`src/rtl/shiftrows_pipe.sv`:
```
// rtl/shiftrows_pipe.sv - pipelined ShiftRows/InvShiftRows stage with tag sideband and valid/ready flow control
module shiftrows_pipe #(
  parameter int NB    = 4,
  parameter int DEPTH = 2,
  parameter int TAG_W = 8
) (
  input  logic                         clk,
  input  logic                         rst_n,
  input  logic                         flush,
  input  logic                         in_valid,
  output logic                         in_ready,
  input  logic                         in_inv,
  input  logic [TAG_W-1:0]             in_tag,
  input  logic [32*NB-1:0]             in_data,
  output logic                         out_valid,
  input  logic                         out_ready,
  output logic [TAG_W-1:0]             out_tag,
  output logic [32*NB-1:0]             out_data,
  output logic [$clog2(DEPTH+1)-1:0]   occupancy
);

  localparam int W     = 32 * NB;
  localparam int OCC_W = $clog2(DEPTH + 1);

  // Reject unsupported geometries at elaboration time.
  if (!(NB == 4 || NB == 6 || NB == 8)) begin : g_bad_nb
    $error("shiftrows_pipe: NB must be 4, 6 or 8");
  end
  if (DEPTH < 1) begin : g_bad_depth
    $error("shiftrows_pipe: DEPTH must be >= 1");
  end
  if (TAG_W < 1) begin : g_bad_tag
    $error("shiftrows_pipe: TAG_W must be >= 1");
  end

  // Byte permutation: pure wiring, both directions built, in_inv picks one per byte.
  logic [W-1:0] perm;
  for (genvar c = 0; c < NB; c++) begin : g_col
    for (genvar r = 0; r < 4; r++) begin : g_row
      // Row offsets; 256-bit blocks use the wider 0/1/3/4 pattern.
      localparam int SR = (r == 0) ? 0 :
                          (r == 1) ? 1 :
                          (r == 2) ? ((NB == 8) ? 3 : 2) :
                                     ((NB == 8) ? 4 : 3);
      localparam int SF = (c + SR) % NB;
      localparam int SI = (c - SR + NB) % NB;
      assign perm[W-1-8*(c*4+r) -: 8] = in_inv ? in_data[W-1-8*(SI*4+r) -: 8]
                                               : in_data[W-1-8*(SF*4+r) -: 8];
    end
  end

  logic [DEPTH-1:0] v;
  logic [DEPTH:0]   en;
  logic [TAG_W-1:0] tag_q  [DEPTH];
  logic [W-1:0]     data_q [DEPTH];

  // A stage may load when it is empty or everything downstream of it can move.
  // Written in closed form (any hole downstream, or sink ready) to avoid a comb chain on en.
  assign en[DEPTH] = out_ready;
  for (genvar k = 0; k < DEPTH; k++) begin : g_en
    assign en[k] = out_ready | ~(&v[DEPTH-1:k]);
  end

  assign in_ready = en[0] & ~flush;

  for (genvar k = 0; k < DEPTH; k++) begin : g_stage
    logic             nxt_v;
    logic [TAG_W-1:0] nxt_tag;
    logic [W-1:0]     nxt_data;

    if (k == 0) begin : g_first
      assign nxt_v    = in_valid & in_ready;
      assign nxt_tag  = in_tag;
      assign nxt_data = perm;
    end else begin : g_next
      assign nxt_v    = v[k-1] & en[k-1];
      assign nxt_tag  = tag_q[k-1];
      assign nxt_data = data_q[k-1];
    end

    // Stage register: flush drops the valid bit only, payload moves whenever the stage is enabled.
    always_ff @(posedge clk or negedge rst_n) begin
      if (!rst_n) begin
        v[k]      <= 1'b0;
        tag_q[k]  <= '0;
        data_q[k] <= '0;
      end else begin
        if (flush) begin
          v[k] <= 1'b0;
        end else if (en[k]) begin
          v[k] <= nxt_v;
        end
        if (en[k]) begin
          tag_q[k]  <= nxt_tag;
          data_q[k] <= nxt_data;
        end
      end
    end
  end

  assign out_valid = v[DEPTH-1];
  assign out_tag   = tag_q[DEPTH-1];
  assign out_data  = data_q[DEPTH-1];

  // Occupancy is a popcount of the stage valid bits.
  always_comb begin
    occupancy = '0;
    for (int k = 0; k < DEPTH; k++) begin
      occupancy = occupancy + OCC_W'(v[k]);
    end
  end

endmodule

```
`config.mk`:
```
export PLATFORM = sky130hd
export DESIGN_NAME = shiftrows_pipe
export DESIGN_NICKNAME = d
export VERILOG_FILES = /design/src/rtl/shiftrows_pipe.sv
export SDC_FILE = /design/constraint.sdc
export NUM_CORES = 1
export LEC_CHECK = 0
export BUFFER_PORTS_ARGS = -buffer_cell sky130_fd_sc_hd__buf_2
export CAP_MARGIN = 10
export CORE_ASPECT_RATIO = 1.25
export CORE_MARGIN = 4
export CORE_UTILIZATION = 50
export CTS_CLUSTER_DIAMETER = 150
export DETAILED_ROUTE_END_ITERATION = 10
export PLACE_DENSITY = 0.87
export SYNTH_ARGS = -nofsm -noshare
export SYNTH_HDL_FRONTEND = slang
export SYNTH_SLANG_ARGS = --single-unit
export TNS_END_PERCENT = 50
```
`constraint.sdc`:
```
create_clock -name clk -period 3.6 [get_ports clk]
set_input_delay 0.72 -clock clk [delete_from_list [all_inputs] [get_ports clk]]
set_output_delay 0.72 -clock clk [all_outputs]
set_load 0.03 [all_outputs]
```
* Word level (Yosys, flattened, before mapping)
Index checks and enable logic that the tools add are counted.
W data, S select, Z words.
** Storage, ports and cells
- Register bits :: 274
- Input port bits :: 142
** Operators by class
- Add/subtract/negate cells :: 1
- Mux-type cells :: 12
- Bitwise operators :: 8
- Reductions and logical operators :: 3
** Operators with widths (count)
- $mux W8 :: 8
- $mux W1 :: 4
- $reduce_bool A2 Y1 :: 2
- $and A1 B1 Y1 :: 3
- $not A1 Y1 :: 3
- $add A1 B1 Y2 :: 1
- $or A1 B1 Y1 :: 2
- $reduce_and A2 Y1 :: 1

* Depth between registers and ports, before layout
- Depth after elaboration :: 7
- Depth in mapped cells :: 7
- Mapped depth without buffers :: 4

* Least setup slack after synthesis
No wires, ideal clock.
- Path kind :: register to output
- Start point :: register v[1], in the netlist out_valid
- End point :: output port in_ready
- Arrival time :: 1.916 ns
- Required time :: 2.880 ns
- Path slack :: 0.964 ns
- Stages on the path, launching flop included :: 7
- Buffers on the path :: 3
- Path through :: dfrtp_1 ha_1 nor2b_2 buf_4 buf_6 buf_4 nor2_1
** Between the ends
- Longest elaborated chain between the ends :: 4
** RTL lines
- start, declared :: line 52 : logic [DEPTH-1:0] v;
- start signal, assigned by index :: line 91 : v[k] <= nxt_v;
- $reduce_and A2 Y1 :: line 61 : assign en[k] = out_ready | ~(&v[DEPTH-1:k]);
- $not A1 Y1 :: line 61
- $or A1 B1 Y1 :: line 61
- $and A1 B1 Y1 :: line 64 : assign in_ready = en[0] & ~flush;
- end, declared :: line 11 : output logic in_ready,
Every way passes these cells.

* Final worst setup path
- Start point :: register v[0]
- End point :: output port in_ready
The elaborated chain is that of the path after synthesis.

==> metrics.csv <==
stage;metric;value;unit
sta;RSZ-0062 raised after global routing;false;
cts;Clk Latency, worst-skew pair;0.52;ns
sta;max-slew violations;0;
cells_and_area;Area Growth Syn to Fin;22.95;%
hold_path;worst hold path class;input pin to asynchronous set/reset pin;
yosys;Synth Cell Area;0.01081;mm²
global_route;total gr overflow;0;
sta;Worst Clk Skew;0.009985;ns
setup_path;Worst setup EP type;output pin;
sta;fin crit period;2.308;ns
setup_path;crit path kind;flop to output pin;
floorplan;Rows;59;
global_route;initial antenna violation count;7;
global_route;pin count of the biggest net entering global routing;202;
power_and_ir_drop;Pwr Density;543.8;mW/mm²
detailed_routing;ANT nets after route;0;
yosys;flip-flop and latch count after synthesis;274;
cells_and_area;most frequent cells in the layout;282 x nand2_1, 279 x buf_2, 274 x dfrtp_1, 124 x mux2_2, 64 x mux2i_1;
yosys;Mapped Cells;880;
cts;total CTS buffers;27;
detailed_routing;Via Count;7485;
cells_and_area;share of layout cells above drive strength 1;0.3945;
cts;post-CTS setup buffers;0;
run;Max Cap Viol;0;
detailed_routing;Iteration-0 DRC Markers;400;
setup_path;type of origin of the critical path;flop;
floorplan;core area;0.02104;mm²
cts;clock-pin transition on the worst setup and hold timing paths;0.06;ns
yosys;YS warnings;0;
setup_path;worst-path fanout max;3;
floorplan;Initial Utilization;0.5138;
floorplan;area of the die;0.02405;mm²
global_route;GRT Total Usage;0.2074;
sta;worst slew pin tran;0.8043;ns
yosys;mean area per synthesized cell;12.28;µm²
cts;Max Root-Sink Buffers;3;
detailed_routing;vias per inst;5.169;
sta;TNS Setup;0;ns
detailed_routing;# DRC;0;
cts;CTS H-tree depth;1;
sta;Final period util;0.6411;
detailed_routing;WL/cell;17.59;µm
power_and_ir_drop;total power draw;7.227;mW
cts;Clock Tree Root;clkbuf_16;
global_route;vias in the first global route;8063;
setup_path;slowest stage delay, CP;0.41;ns
detailed_routing;DRT Pass-1 Iters;4;
detailed_routing;Total Wirelength;25480;µm
setup_path;CP Cell Sequence;ha_1, nor2b_4, nor2_1, buf_2;
sta;# setup viols final;0;
cells_and_area;most common cell after layout, fill and taps aside;nand2_1;
global_route;first-pass GRT wire length;40680;µm
power_and_ir_drop;VDD IR-drop max;0.0003950;V
setup_path;WP data arrival;1.59;ns
cts;CTS tree;done;
setup_path;CP max stage cell;dfrtp_1;
power_and_ir_drop;Pleak;6.435;nW
status;status;finished clean;
yosys;syn_nets;1023;
floorplan;Die Y;172.4;µm
cells_and_area;post-layout net count;1290;
placement;gpl congestion;0.8520;
sta;Final Hold Viols;0;
cts;hold buffer count at cts;0;
sta;Slew HR;0.4638;
cts;Post-CTS Resized;0;
placement;HPWL Detailed;17200;µm
floorplan;IO Pins;282;
placement;IO Port Bufs;281;
setup_path;Worst Path Required;2.88;ns
cts;CTS Sinks;274;
yosys;sequential share of the synthesized area;0.6343;
floorplan;Die X;139.5;µm
yosys;distinct cell type count after synthesis;18;
sta;fmax;433.3;MHz
routing by layer:
metal,vias up,wire [µm],GRT usage
li1,3474,-,-
met1,3688,9799,0.2504
met2,240,12900,0.3561
met3,83,1512,0.04232
met4,0,1259,0.1055
met5,-,0,0
cells in the mapped netlist:
cell      count  area share
mux2_2      124        0.13
a21oi_1       2     0.00093
ha_1          1      0.0012
nand2_1     282       0.098
buf_4        28       0.019
clkbuf_2      3      0.0014
dfrtp_1     274        0.63
buf_6         4      0.0042
clkbuf_1      4      0.0014
mux2i_1      64       0.059
nor2b_1       1     0.00058
mux2_1       12       0.013
nand2b_1      1     0.00058
nor2b_2       1     0.00081
nor2_1        2     0.00069
buf_2        13      0.0060
o21ai_1       2     0.00093
o21ai_0      62       0.029
kinds of logic (layout without fill, tap and decap cells):
| group | after synthesis | count (layout) | share of synthesized area |
|---|---|---|---|
| muxes | 200 | 200 | 0.2009 |
| buffers and inverters | 52 | 338 | 0.03241 |
| adders and majority gates | 1 | 1 | 0.001157 |
| DFF | 274 | 274 | 0.6343 |
| AOI/OAI and AO/OA | 66 | 66 | 0.03056 |
| other | 0 | 8 | 0 |
| and+or+nand+nor | 287 | 287 | 0.1006 |
flip-flops by register name, summed over array words and instances (netlist names):
name              flops
g_stage.nxt_data    128
out_data            128
g_stage.nxt_tag       8
out_tag               8
out_valid             1
v                     1
critical path: cells and delay by family, from the launching register on:
kind / cells / cell delay (ns)
adder cells (fa/ha/maj): 1 / 0.24
AND/OR/NAND/NOR: 2 / 0.22
buffers and inverters: 1 / 0.19
flip-flops: 1 / 0.41
report_power, final:
group / leakage, nW / total, mW / switching [mW] / internal, mW
clock network: 0.445 / 2.83 / 1.14 / 1.69
registers: 3.20 / 3.46 / 0.130 / 3.33
logic: 2.79 / 0.945 / 0.605 / 0.341
total: 6.44 / 7.23 / 1.87 / 5.35
through the flow:
step | instances | hold WS, ns | utilization | instance area (µm²) | setup slack [ns]
2_1_floorplan | 880 | 0.4244 | - | 10810 | 0.9643
3_3_place_gp | 1392 | 0.4424 | 0.5877 | 12370 | 1.434
3_5_place_dp | 1392 | 0.4495 | 0.5877 | 12370 | 1.416
4_1_cts | 1440 | 0.1750 | 0.6307 | 13270 | 1.266
5_1_grt | 1447 | 0.2126 | 0.6316 | 13290 | 1.210
6_report | 1448 | 0.1748 | 0.6317 | 13290 | 1.292
path summary, 6_finish.rpt:
path	start	end	slack, ns	cells past startpoint
setup / recovery	v[0]$_DFFE_PN0P_	in_ready	1.29	4
hold / removal	rst_n	out_data[107]$_DFFE_PN0P_	0.17	1
setup reg to reg	v[0]$_DFFE_PN0P_	g_stage[1].nxt_data[54]$_DFFE_PN0P_	1.67	4
hold reg to reg	g_stage[1].nxt_data[10]$_DFFE_PN0P_	g_stage[1].nxt_data[10]$_DFFE_PN0P_	0.46	2
max in group asynchronous	rst_n	out_data[74]$_DFFE_PN0P_	2.50	2
min in group clk	flush	v[0]$_DFFE_PN0P_	0.39	2
final cells by class:
class	instances	area (µm²)
repair buffers	290	1549
clock inverters	8	100.1
multi-input cells	554	3617
well taps	274	342.8
clock buffers	40	804.5
diodes	8	20.02
fillers	1618	7749
flip-flops and latches	274	6857
No activity file was read; power rests on OpenSTA's default activity.
